**src/rtl/apb_master_arbiter_pkg.sv**
```systemverilog
// apb_arb_pkg: shared state encoding, default widths and response payload
// for the round-robin APB master arbiter.
package apb_arb_pkg;

  localparam int unsigned ARB_ADDR_W  = 8;
  localparam int unsigned ARB_DATA_W  = 32;
  localparam int unsigned ARB_NUM_REQ = 2;
  localparam int unsigned ARB_TIMEOUT = 16;

  typedef enum logic [1:0] {
    ARB_IDLE   = 2'd0,
    ARB_SETUP  = 2'd1,
    ARB_ACCESS = 2'd2
  } arb_state_e;

  typedef struct packed {
    logic [ARB_DATA_W-1:0] rdata;
    logic                  err;
  } arb_rsp_t;

endpackage

```
**src/rtl/apb_master_arbiter_if.sv**
```systemverilog
// Requester-side handshake plus APB bus, bundled for the arbiter.
// master: the arbiter's view; slave: the requesters + APB slave view.
interface apb_master_arbiter_if
  import apb_arb_pkg::*;
#(
  parameter int unsigned ADDR_WIDTH = ARB_ADDR_W,
  parameter int unsigned DATA_WIDTH = ARB_DATA_W,
  parameter int unsigned NUM_REQ    = ARB_NUM_REQ
) ();

  logic [NUM_REQ-1:0]            req_i;
  logic [NUM_REQ-1:0]            req_we_i;
  logic [NUM_REQ*ADDR_WIDTH-1:0] req_addr_i;
  logic [NUM_REQ*DATA_WIDTH-1:0] req_wdata_i;
  logic [NUM_REQ-1:0]            req_done_o;
  logic [DATA_WIDTH-1:0]         rsp_rdata_o;
  logic                          rsp_err_o;

  logic                          PSEL;
  logic                          PENABLE;
  logic                          PWRITE;
  logic [ADDR_WIDTH-1:0]         PADDR;
  logic [DATA_WIDTH-1:0]         PWDATA;
  logic [DATA_WIDTH-1:0]         PRDATA;
  logic                          PREADY;
  logic                          PSLVERR;

  modport master (
    input  req_i, req_we_i, req_addr_i, req_wdata_i,
    output req_done_o, rsp_rdata_o, rsp_err_o,
    output PSEL, PENABLE, PWRITE, PADDR, PWDATA,
    input  PRDATA, PREADY, PSLVERR
  );

  modport slave (
    output req_i, req_we_i, req_addr_i, req_wdata_i,
    input  req_done_o, rsp_rdata_o, rsp_err_o,
    input  PSEL, PENABLE, PWRITE, PADDR, PWDATA,
    output PRDATA, PREADY, PSLVERR
  );

endinterface

```
**src/rtl/apb_master_arbiter_rr_arbiter.sv**
```systemverilog
// rr_arbiter: combinational round-robin picker. Search starts one past
// last_grant and wraps, so the most recent winner has lowest priority.
module rr_arbiter
  import apb_arb_pkg::*;
#(
  parameter int unsigned NUM_REQ = ARB_NUM_REQ,
  parameter int unsigned IDX_W   = 1
) (
  input  logic [NUM_REQ-1:0] req,
  input  logic [IDX_W-1:0]   last_grant,
  output logic [NUM_REQ-1:0] grant_c,
  output logic [IDX_W-1:0]   idx_c,
  output logic               valid_c
);

  int unsigned cand;

  // First requester found walking forward from last_grant+1 wins
  always_comb begin
    grant_c = '0;
    idx_c   = '0;
    valid_c = 1'b0;
    cand    = 0;
    for (int unsigned i = 1; i <= NUM_REQ; i++) begin
      cand = (32'(last_grant) + i) % NUM_REQ;
      if (!valid_c && req[IDX_W'(cand)]) begin
        grant_c[IDX_W'(cand)] = 1'b1;
        idx_c                 = IDX_W'(cand);
        valid_c               = 1'b1;
      end
    end
  end

endmodule

```
**src/rtl/apb_master_arbiter.sv**
```systemverilog
// apb_master_arbiter: shares one APB master port among NUM_REQ requesters
// with round-robin arbitration and full SETUP/ACCESS sequencing.
// Optional feature macro: APB_ARB_TIMEOUT_EN (aborts ACCESS after
// TIMEOUT_CYCLES cycles without PREADY, completing with an error).
module apb_master_arbiter
  import apb_arb_pkg::*;
#(
  parameter int unsigned ADDR_WIDTH     = ARB_ADDR_W,
  parameter int unsigned DATA_WIDTH     = ARB_DATA_W,
  parameter int unsigned NUM_REQ        = ARB_NUM_REQ,
  parameter int unsigned TIMEOUT_CYCLES = ARB_TIMEOUT
) (
  input  logic                PCLK,
  input  logic                PRESET,
  apb_master_arbiter_if.master bus
);

  localparam int unsigned IDX_W = (NUM_REQ > 1) ? $clog2(NUM_REQ) : 1;

  localparam logic [1:0] S_IDLE   = 2'(ARB_IDLE);
  localparam logic [1:0] S_SETUP  = 2'(ARB_SETUP);
  localparam logic [1:0] S_ACCESS = 2'(ARB_ACCESS);

  logic [1:0]            state_q,   state_d;
  logic [IDX_W-1:0]      last_q,    last_d;
  logic [NUM_REQ-1:0]    owner_q,   owner_d;
  logic                  psel_q,    psel_d;
  logic                  penable_q, penable_d;
  logic                  pwrite_q,  pwrite_d;
  logic [ADDR_WIDTH-1:0] paddr_q,   paddr_d;
  logic [DATA_WIDTH-1:0] pwdata_q,  pwdata_d;
  logic [NUM_REQ-1:0]    done_q,    done_d;
  arb_rsp_t              rsp_q,     rsp_d;

  logic [NUM_REQ-1:0]    elig_c;
  logic [NUM_REQ-1:0]    grant_c;
  logic [IDX_W-1:0]      grant_idx_c;
  logic                  grant_valid_c;
  logic [ADDR_WIDTH-1:0] sel_addr_c;
  logic [DATA_WIDTH-1:0] sel_wdata_c;
  logic                  sel_we_c;

`ifdef APB_ARB_TIMEOUT_EN
  localparam int unsigned CNT_W = $clog2(TIMEOUT_CYCLES + 1);
  logic [CNT_W-1:0]      cnt_q, cnt_d;
`endif

  // A requester being acknowledged this cycle still shows its old request
  assign elig_c = bus.req_i & ~done_q;

  rr_arbiter #(
    .NUM_REQ (NUM_REQ),
    .IDX_W   (IDX_W)
  ) u_rr (
    .req        (elig_c),
    .last_grant (last_q),
    .grant_c    (grant_c),
    .idx_c      (grant_idx_c),
    .valid_c    (grant_valid_c)
  );

  // Mux the winner's transfer fields out of the packed request buses
  always_comb begin
    sel_addr_c  = '0;
    sel_wdata_c = '0;
    sel_we_c    = 1'b0;
    for (int k = 0; k < int'(NUM_REQ); k++) begin
      if (grant_c[k]) begin
        sel_addr_c  = bus.req_addr_i[k*ADDR_WIDTH +: ADDR_WIDTH];
        sel_wdata_c = bus.req_wdata_i[k*DATA_WIDTH +: DATA_WIDTH];
        sel_we_c    = bus.req_we_i[k];
      end
    end
  end

  // Next-state and next-output logic for the IDLE/SETUP/ACCESS sequencer
  always_comb begin
    state_d   = state_q;
    last_d    = last_q;
    owner_d   = owner_q;
    psel_d    = psel_q;
    penable_d = penable_q;
    pwrite_d  = pwrite_q;
    paddr_d   = paddr_q;
    pwdata_d  = pwdata_q;
    done_d    = '0;
    rsp_d     = rsp_q;
`ifdef APB_ARB_TIMEOUT_EN
    cnt_d     = cnt_q;
`endif
    case (state_q)
      S_IDLE: begin
        if (grant_valid_c) begin
          state_d  = S_SETUP;
          last_d   = grant_idx_c;
          owner_d  = grant_c;
          psel_d   = 1'b1;
          pwrite_d = sel_we_c;
          paddr_d  = sel_addr_c;
          pwdata_d = sel_wdata_c;
        end
      end
      S_SETUP: begin
        state_d   = S_ACCESS;
        penable_d = 1'b1;
`ifdef APB_ARB_TIMEOUT_EN
        cnt_d     = '0;
`endif
      end
      S_ACCESS: begin
        if (bus.PREADY) begin
          state_d    = S_IDLE;
          psel_d     = 1'b0;
          penable_d  = 1'b0;
          done_d     = owner_q;
          rsp_d.rdata = pwrite_q ? '0 : ARB_DATA_W'(bus.PRDATA);
          rsp_d.err   = bus.PSLVERR;
        end
`ifdef APB_ARB_TIMEOUT_EN
        else if (cnt_q == CNT_W'(TIMEOUT_CYCLES - 1)) begin
          state_d     = S_IDLE;
          psel_d      = 1'b0;
          penable_d   = 1'b0;
          done_d      = owner_q;
          rsp_d.rdata = '0;
          rsp_d.err   = 1'b1;
        end else begin
          cnt_d = cnt_q + CNT_W'(1);
        end
`endif
      end
      default: begin
        state_d   = S_IDLE;
        psel_d    = 1'b0;
        penable_d = 1'b0;
      end
    endcase
  end

  // State and registered bus/response outputs
  always_ff @(posedge PCLK or posedge PRESET) begin
    if (PRESET) begin
      state_q   <= S_IDLE;
      last_q    <= IDX_W'(NUM_REQ - 1);
      owner_q   <= '0;
      psel_q    <= 1'b0;
      penable_q <= 1'b0;
      pwrite_q  <= 1'b0;
      paddr_q   <= '0;
      pwdata_q  <= '0;
      done_q    <= '0;
      rsp_q     <= '0;
`ifdef APB_ARB_TIMEOUT_EN
      cnt_q     <= '0;
`endif
    end else begin
      state_q   <= state_d;
      last_q    <= last_d;
      owner_q   <= owner_d;
      psel_q    <= psel_d;
      penable_q <= penable_d;
      pwrite_q  <= pwrite_d;
      paddr_q   <= paddr_d;
      pwdata_q  <= pwdata_d;
      done_q    <= done_d;
      rsp_q     <= rsp_d;
`ifdef APB_ARB_TIMEOUT_EN
      cnt_q     <= cnt_d;
`endif
    end
  end

  assign bus.PSEL        = psel_q;
  assign bus.PENABLE     = penable_q;
  assign bus.PWRITE      = pwrite_q;
  assign bus.PADDR       = paddr_q;
  assign bus.PWDATA      = pwdata_q;
  assign bus.req_done_o  = done_q;
  assign bus.rsp_rdata_o = DATA_WIDTH'(rsp_q.rdata);
  assign bus.rsp_err_o   = rsp_q.err;

endmodule

```
**src/flat_wrapper.sv**
```systemverilog
// flat-port wrapper written by rule: the top's interface ports become plain ports
module apb_master_arbiter_flat import apb_arb_pkg::*;
#(
  parameter int unsigned ADDR_WIDTH     = ARB_ADDR_W,
  parameter int unsigned DATA_WIDTH     = ARB_DATA_W,
  parameter int unsigned NUM_REQ        = ARB_NUM_REQ,
  parameter int unsigned TIMEOUT_CYCLES = ARB_TIMEOUT
)
  (PCLK, PRESET, bus_req_i, bus_req_we_i, bus_req_addr_i, bus_req_wdata_i, bus_req_done_o, bus_rsp_rdata_o, bus_rsp_err_o, bus_PSEL, bus_PENABLE, bus_PWRITE, bus_PADDR, bus_PWDATA, bus_PRDATA, bus_PREADY, bus_PSLVERR);
  apb_master_arbiter_if #(.ADDR_WIDTH(ADDR_WIDTH), .DATA_WIDTH(DATA_WIDTH), .NUM_REQ(NUM_REQ)) bus_i ();
  input  logic PCLK;
  input  logic PRESET;
  input wire logic [$bits(bus_i.req_i)-1:0] bus_req_i;
  input wire logic [$bits(bus_i.req_we_i)-1:0] bus_req_we_i;
  input wire logic [$bits(bus_i.req_addr_i)-1:0] bus_req_addr_i;
  input wire logic [$bits(bus_i.req_wdata_i)-1:0] bus_req_wdata_i;
  output wire logic [$bits(bus_i.req_done_o)-1:0] bus_req_done_o;
  output wire logic [$bits(bus_i.rsp_rdata_o)-1:0] bus_rsp_rdata_o;
  output wire logic [$bits(bus_i.rsp_err_o)-1:0] bus_rsp_err_o;
  output wire logic [$bits(bus_i.PSEL)-1:0] bus_PSEL;
  output wire logic [$bits(bus_i.PENABLE)-1:0] bus_PENABLE;
  output wire logic [$bits(bus_i.PWRITE)-1:0] bus_PWRITE;
  output wire logic [$bits(bus_i.PADDR)-1:0] bus_PADDR;
  output wire logic [$bits(bus_i.PWDATA)-1:0] bus_PWDATA;
  input wire logic [$bits(bus_i.PRDATA)-1:0] bus_PRDATA;
  input wire logic [$bits(bus_i.PREADY)-1:0] bus_PREADY;
  input wire logic [$bits(bus_i.PSLVERR)-1:0] bus_PSLVERR;
  assign bus_i.req_i = bus_req_i;
  assign bus_i.req_we_i = bus_req_we_i;
  assign bus_i.req_addr_i = bus_req_addr_i;
  assign bus_i.req_wdata_i = bus_req_wdata_i;
  assign bus_req_done_o = bus_i.req_done_o;
  assign bus_rsp_rdata_o = bus_i.rsp_rdata_o;
  assign bus_rsp_err_o = bus_i.rsp_err_o;
  assign bus_PSEL = bus_i.PSEL;
  assign bus_PENABLE = bus_i.PENABLE;
  assign bus_PWRITE = bus_i.PWRITE;
  assign bus_PADDR = bus_i.PADDR;
  assign bus_PWDATA = bus_i.PWDATA;
  assign bus_i.PRDATA = bus_PRDATA;
  assign bus_i.PREADY = bus_PREADY;
  assign bus_i.PSLVERR = bus_PSLVERR;
  apb_master_arbiter #(.ADDR_WIDTH(ADDR_WIDTH), .DATA_WIDTH(DATA_WIDTH), .NUM_REQ(NUM_REQ), .TIMEOUT_CYCLES(TIMEOUT_CYCLES)) u_core (.PCLK(PCLK), .PRESET(PRESET), .bus(bus_i));
endmodule
```
**config.mk**
```make
export PLATFORM = sky130hd
export DESIGN_NAME = apb_master_arbiter_flat
export DESIGN_NICKNAME = d
export VERILOG_FILES = /design/src/rtl/apb_master_arbiter_pkg.sv /design/src/rtl/apb_master_arbiter_if.sv /design/src/rtl/apb_master_arbiter_rr_arbiter.sv /design/src/rtl/apb_master_arbiter.sv /design/src/flat_wrapper.sv
export SDC_FILE = /design/constraint.sdc
export NUM_CORES = 1
export LEC_CHECK = 0
export CAP_MARGIN = 10
export CORE_UTILIZATION = 39
export CTS_CLUSTER_DIAMETER = 50
export DETAILED_ROUTE_END_ITERATION = 12
export PLACE_DENSITY = 0.91
export SETUP_SLACK_MARGIN = 0.1
export SLEW_MARGIN = 20
export SYNTH_ARGS = -nofsm -noshare
export SYNTH_HDL_FRONTEND = slang
export SYNTH_SLANG_ARGS = --single-unit
export TNS_END_PERCENT = 20
```
**constraint.sdc**
```tcl
create_clock -name PCLK -period 3.15 [get_ports PCLK]
set_input_delay 0.4725 -clock PCLK [delete_from_list [all_inputs] [get_ports PCLK]]
set_output_delay 0.4725 -clock PCLK [all_outputs]
set_load 0.005 [all_outputs]
```
==> out/summary.log <==
qor: run_status.outcome finished with violations
qor: run_status.failed_checks design-rule violations
qor: setup_path.worst-path-buf-inv 2
qor: setup_path.crit_path_start_kind register
qor: clock_network.clk_transition_reported_paths 0.09 ns
qor: setup_path.crit_family buffers and inverters
qor: clock_network.cts_tree done
qor: setup_path.cp.required 2.68 ns
qor: layout.layout-drive-gt1-share 7.45%
qor: placement.place.detailed.instances 602
qor: setup_path.worst-r2r-setup-slack 1.45 ns
qor: global_route.grt_pass1_wl 16,600 um
qor: routing.routed.top_layer met4
qor: global_route.antenna_violations_before_repair 0
qor: clock_network.cts.sinks 83
qor: clock_network.tritoncts.num_buffers 9
qor: floorplan.initial_utilization 40.9%
qor: clock_network.cts_root_buffer sky130_fd_sc_hd__clkbuf_8
qor: global_route.globalRouteTotalUtil 22.1%
qor: layout.insertedDiodeCount 0
qor: placement.place_hpwl 7400 um
qor: routing.wire_length_on_met1 4130 um
qor: synth.yosysWarningCount 0
qor: synth.synth_fp_nets 434
qor: synth.syn-cell-area 3610 um^2
qor: setup_path.critical_path_depth 2
qor: global_route.grt_max_degree 67
qor: power_and_ir_drop.power_per_cell_area 869 nW/um^2
qor: synth.synth.top_cells.by_area sky130_fd_sc_hd__dfrtp_1 57%, sky130_fd_sc_hd__a221o_1 9.4%, sky130_fd_sc_hd__nand2b_1 6.4%
qor: hold_path.hold_path.class register to register
qor: clock_network.post_cts_resize_count 0
qor: global_route.vias_in_the_first_global_route 3,287
qor: power_and_ir_drop.netSwitchingPower 1.59 mW
qor: clock_network.htree_depth 3
qor: power_and_ir_drop.power_leakage 2.42 nW
qor: clock_network.ctsLongestPathBuffers 2
qor: synth.postSynthAreaPerCell 11.5 um^2
qor: layout.multi_input_comb_area 1360 um^2
qor: sta.maxSlewHeadroom 35.9%
qor: layout.seqCellArea 2080 um^2
qor: power_and_ir_drop.pwr-share-seq 37.4%
qor: floorplan.floorplan.rows 34
qor: synth.synth_cells 314
qor: power_and_ir_drop.power.switching_fraction 31.5%
qor: routing.met3_length 534 um
qor: setup_path.worst-r2r-cell-count 4
qor: synth.synth_top_area_cell sky130_fd_sc_hd__dfrtp_1
qor: synth.synth_top_area_share 56.8%
qor: setup_path.cp-end-kind output pin
qor: floorplan.die_h 98.3 um
qor: sta.finalSetupViolations 0
qor: routing.postRouteAntennaNets 0
qor: setup_path.worst-endpoint-arrival 1.49 ns
qor: sta.actual_transition_at_the_worst_max_transition_pin 0.961 ns
qor: routing.number_of_detailed_routing_iterations_run_before_antenna_repair 8
qor: floorplan.dieArea 9660 um^2
qor: power_and_ir_drop.internal-power 3.45 mW
qor: sta.final.min_clock_period 1.96 ns
qor: floorplan.die_x 98.3 um
qor: clock_network.postCtsSetupBuffers 0
qor: layout.layout.cells.most_common_list 197 x sky130_fd_sc_hd__clkdlybuf4s50_1, 82 x sky130_fd_sc_hd__dfrtp_1, 37 x sky130_fd_sc_hd__nand2b_1
qor: sta.timing.final.crit_share 62.3%
qor: placement.finalWeightedCongestion 0.749
qor: setup_path.timing.critical_path.cells buf_4 > clkdlybuf4s50_1
qor: floorplan.io_pins 198
qor: layout.finish.cell_count_without_fillers 618
qor: placement.portBuffers 197
qor: clock_network.post_cts_hold_buffer_count 0
qor: setup_path.timing_worst_setup_path_type register to output pin
qor: hold_path.worst_hold_stages 2
qor: sta.timing_max_transition_violations_final 0
qor: synth.synth.lib_cells_used.distinct 29
qor: floorplan.design.core.area 8850 um^2
qor: sta.final_hold_viol_count 0
qor: synth.seq_area_frac_synth 57.5%
qor: routing.wl 10,200 um
qor: layout.n_fill_cell 706
qor: routing.drt_first_iter_violations 108
qor: sta.final.setup_skew 0.0206 ns
qor: sta.final.setup.tns 0 ns
qor: layout.area_overhead_vs_synth 60.5%
qor: routing.vias_per_cell 5.02
qor: routing.drt_drc_violations_left 9
qor: power_and_ir_drop.power.clock.fraction 14.8%
qor: routing.via_count 3,100
qor: layout.final_nets 625
qor: sta.fmax 0.510 GHz
qor: synth.synth.ff_latch_count 83
qor: setup_path.critPathMaxStageDelay 0.57 ns
qor: routing.drt-wirelength-per-cell 16.5 um
qor: setup_path.crit_path_max_fanout 34
qor: power_and_ir_drop.ir_worst_vdd 0.355 mV
qor: clock_network.worst_skew_pair_latency 0.34 ns
qor: sta.rsz0062_at_grt no
qor: global_route.grt_remaining_overflow 0
qor: sta.fin_worst_hold_slack 0.488 ns
qor: power_and_ir_drop.share_comb_of_total_power 47.8%
qor: layout.layout_commonest_cell sky130_fd_sc_hd__clkdlybuf4s50_1
qor: run.maxCapViolations 0
qor: power_and_ir_drop.report.power.total 5.04 mW
qor: routing.wl_met2 5350 um
qor: setup_path.critical-path-slowest-cell sky130_fd_sc_hd__clkdlybuf4s50_1
## stage by stage
| step | worst slack, ns | area, um^2 | util (%) |
|---|---|---|---|
| global placement | 0.966 | 5610 | 63.4 |
| CTS | 1.16 | 5800 | 65.6 |
| global route | 1.09 | 5800 | 65.6 |
| floorplan | 0.542 | 3610 | - |
| detailed placement | 0.917 | 5610 | 63.4 |
| finish | 1.19 | 5800 | 65.6 |
## layout make-up
class                      instances  area share, %
sequential                        83           35.8
timing repair buffer             203           34.8
multi-input combinational        202           23.4
tap                              108           2.33
clock buffer                      10           2.20
clock inverter                     6           1.10
inverter                           6          0.410
## routing by layer
metal | up-vias | GRT usage [%]
met5 | - | 0
met4 | 0 | 7.58
met3 | 14 | 5.30
met2 | 103 | 39.2
met1 | 1502 | 26.4
li1 | 1481 | -
## tightest hold or removal path, cell delays in order (launching register included)
cell	delay, ns
sky130_fd_sc_hd__dfrtp_1	0.35
sky130_fd_sc_hd__nand2_1	0.05
sky130_fd_sc_hd__o21ai_0	0.06
## power groups by stage
| stage | logic, mW | clock network [mW] | registers (mW) |
|---|---|---|---|
| 2_1_floorplan | 1.15 | 0 | 1.88 |
| 3_3_place_gp | 2.34 | 0 | 1.87 |
| 3_5_place_dp | 2.45 | 0 | 1.89 |
| 6_report | 2.41 | 0.749 | 1.88 |
| 5_1_grt | 2.63 | 0.822 | 1.95 |
| 4_1_cts | 2.45 | 0.769 | 1.88 |
## Yosys cell counts
cell type,count
sky130_fd_sc_hd__a221o_1,34
sky130_fd_sc_hd__buf_4,2
sky130_fd_sc_hd__dfrtp_1,82
sky130_fd_sc_hd__o221a_2,7
sky130_fd_sc_hd__and2_0,34
sky130_fd_sc_hd__mux2_2,1
sky130_fd_sc_hd__buf_2,4
sky130_fd_sc_hd__nand2b_4,2
sky130_fd_sc_hd__mux2i_1,2
sky130_fd_sc_hd__nand2_1,33
sky130_fd_sc_hd__or2b_1,2
sky130_fd_sc_hd__a21oi_1,3
sky130_fd_sc_hd__clkbuf_1,9
sky130_fd_sc_hd__nor2_1,2
sky130_fd_sc_hd__inv_1,6
sky130_fd_sc_hd__nand2b_1,37
sky130_fd_sc_hd__buf_6,8
sky130_fd_sc_hd__o21a_1,2
sky130_fd_sc_hd__or3_4,1
sky130_fd_sc_hd__nand3b_1,1
sky130_fd_sc_hd__o22ai_1,1
sky130_fd_sc_hd__and2b_2,1
sky130_fd_sc_hd__a21oi_4,1
sky130_fd_sc_hd__o21ai_1,1
sky130_fd_sc_hd__nor3_1,1
sky130_fd_sc_hd__a211o_4,1
sky130_fd_sc_hd__o21ai_0,34
sky130_fd_sc_hd__a21o_2,1
sky130_fd_sc_hd__dfstp_2,1
## logic make-up after synthesis
logic type	share of synthesized area [%]
flip-flops	57.5
buffers and inverters	5.02
multiplexers	0.865
AND/OR/NAND/NOR	18.0
AO/OA/AOI/OAI	18.6
## flip-flops by register name (all words and copies together) (netlist names)
name	count
u_core.bus.PADDR	8
u_core.bus.PENABLE	1
u_core.bus.PSEL	1
u_core.bus.PWDATA	32
u_core.bus.PWRITE	1
u_core.bus.req_done_o	2
u_core.bus.rsp_err_o	1
u_core.bus.rsp_rdata_o	32
u_core.last_q	1
u_core.owner_q	2
u_core.state_q	2
## path summary, 6_finish.rpt
check,end,startpoint
hold / removal,u_core.bus.rsp_rdata_o[16],u_core.bus.rsp_rdata_o[16]
setup reg to reg,u_core.bus.PWDATA[11],u_core.state_q[0]
min in group asynchronous,u_core.bus.rsp_rdata_o[15],PRESET
max in group asynchronous,u_core.bus.PWDATA[11],PRESET
hold reg to reg,u_core.bus.rsp_rdata_o[16],u_core.bus.rsp_rdata_o[16]
setup / recovery,bus_PWRITE,u_core.bus.PWRITE
Power figures use the tool's default switching activity.
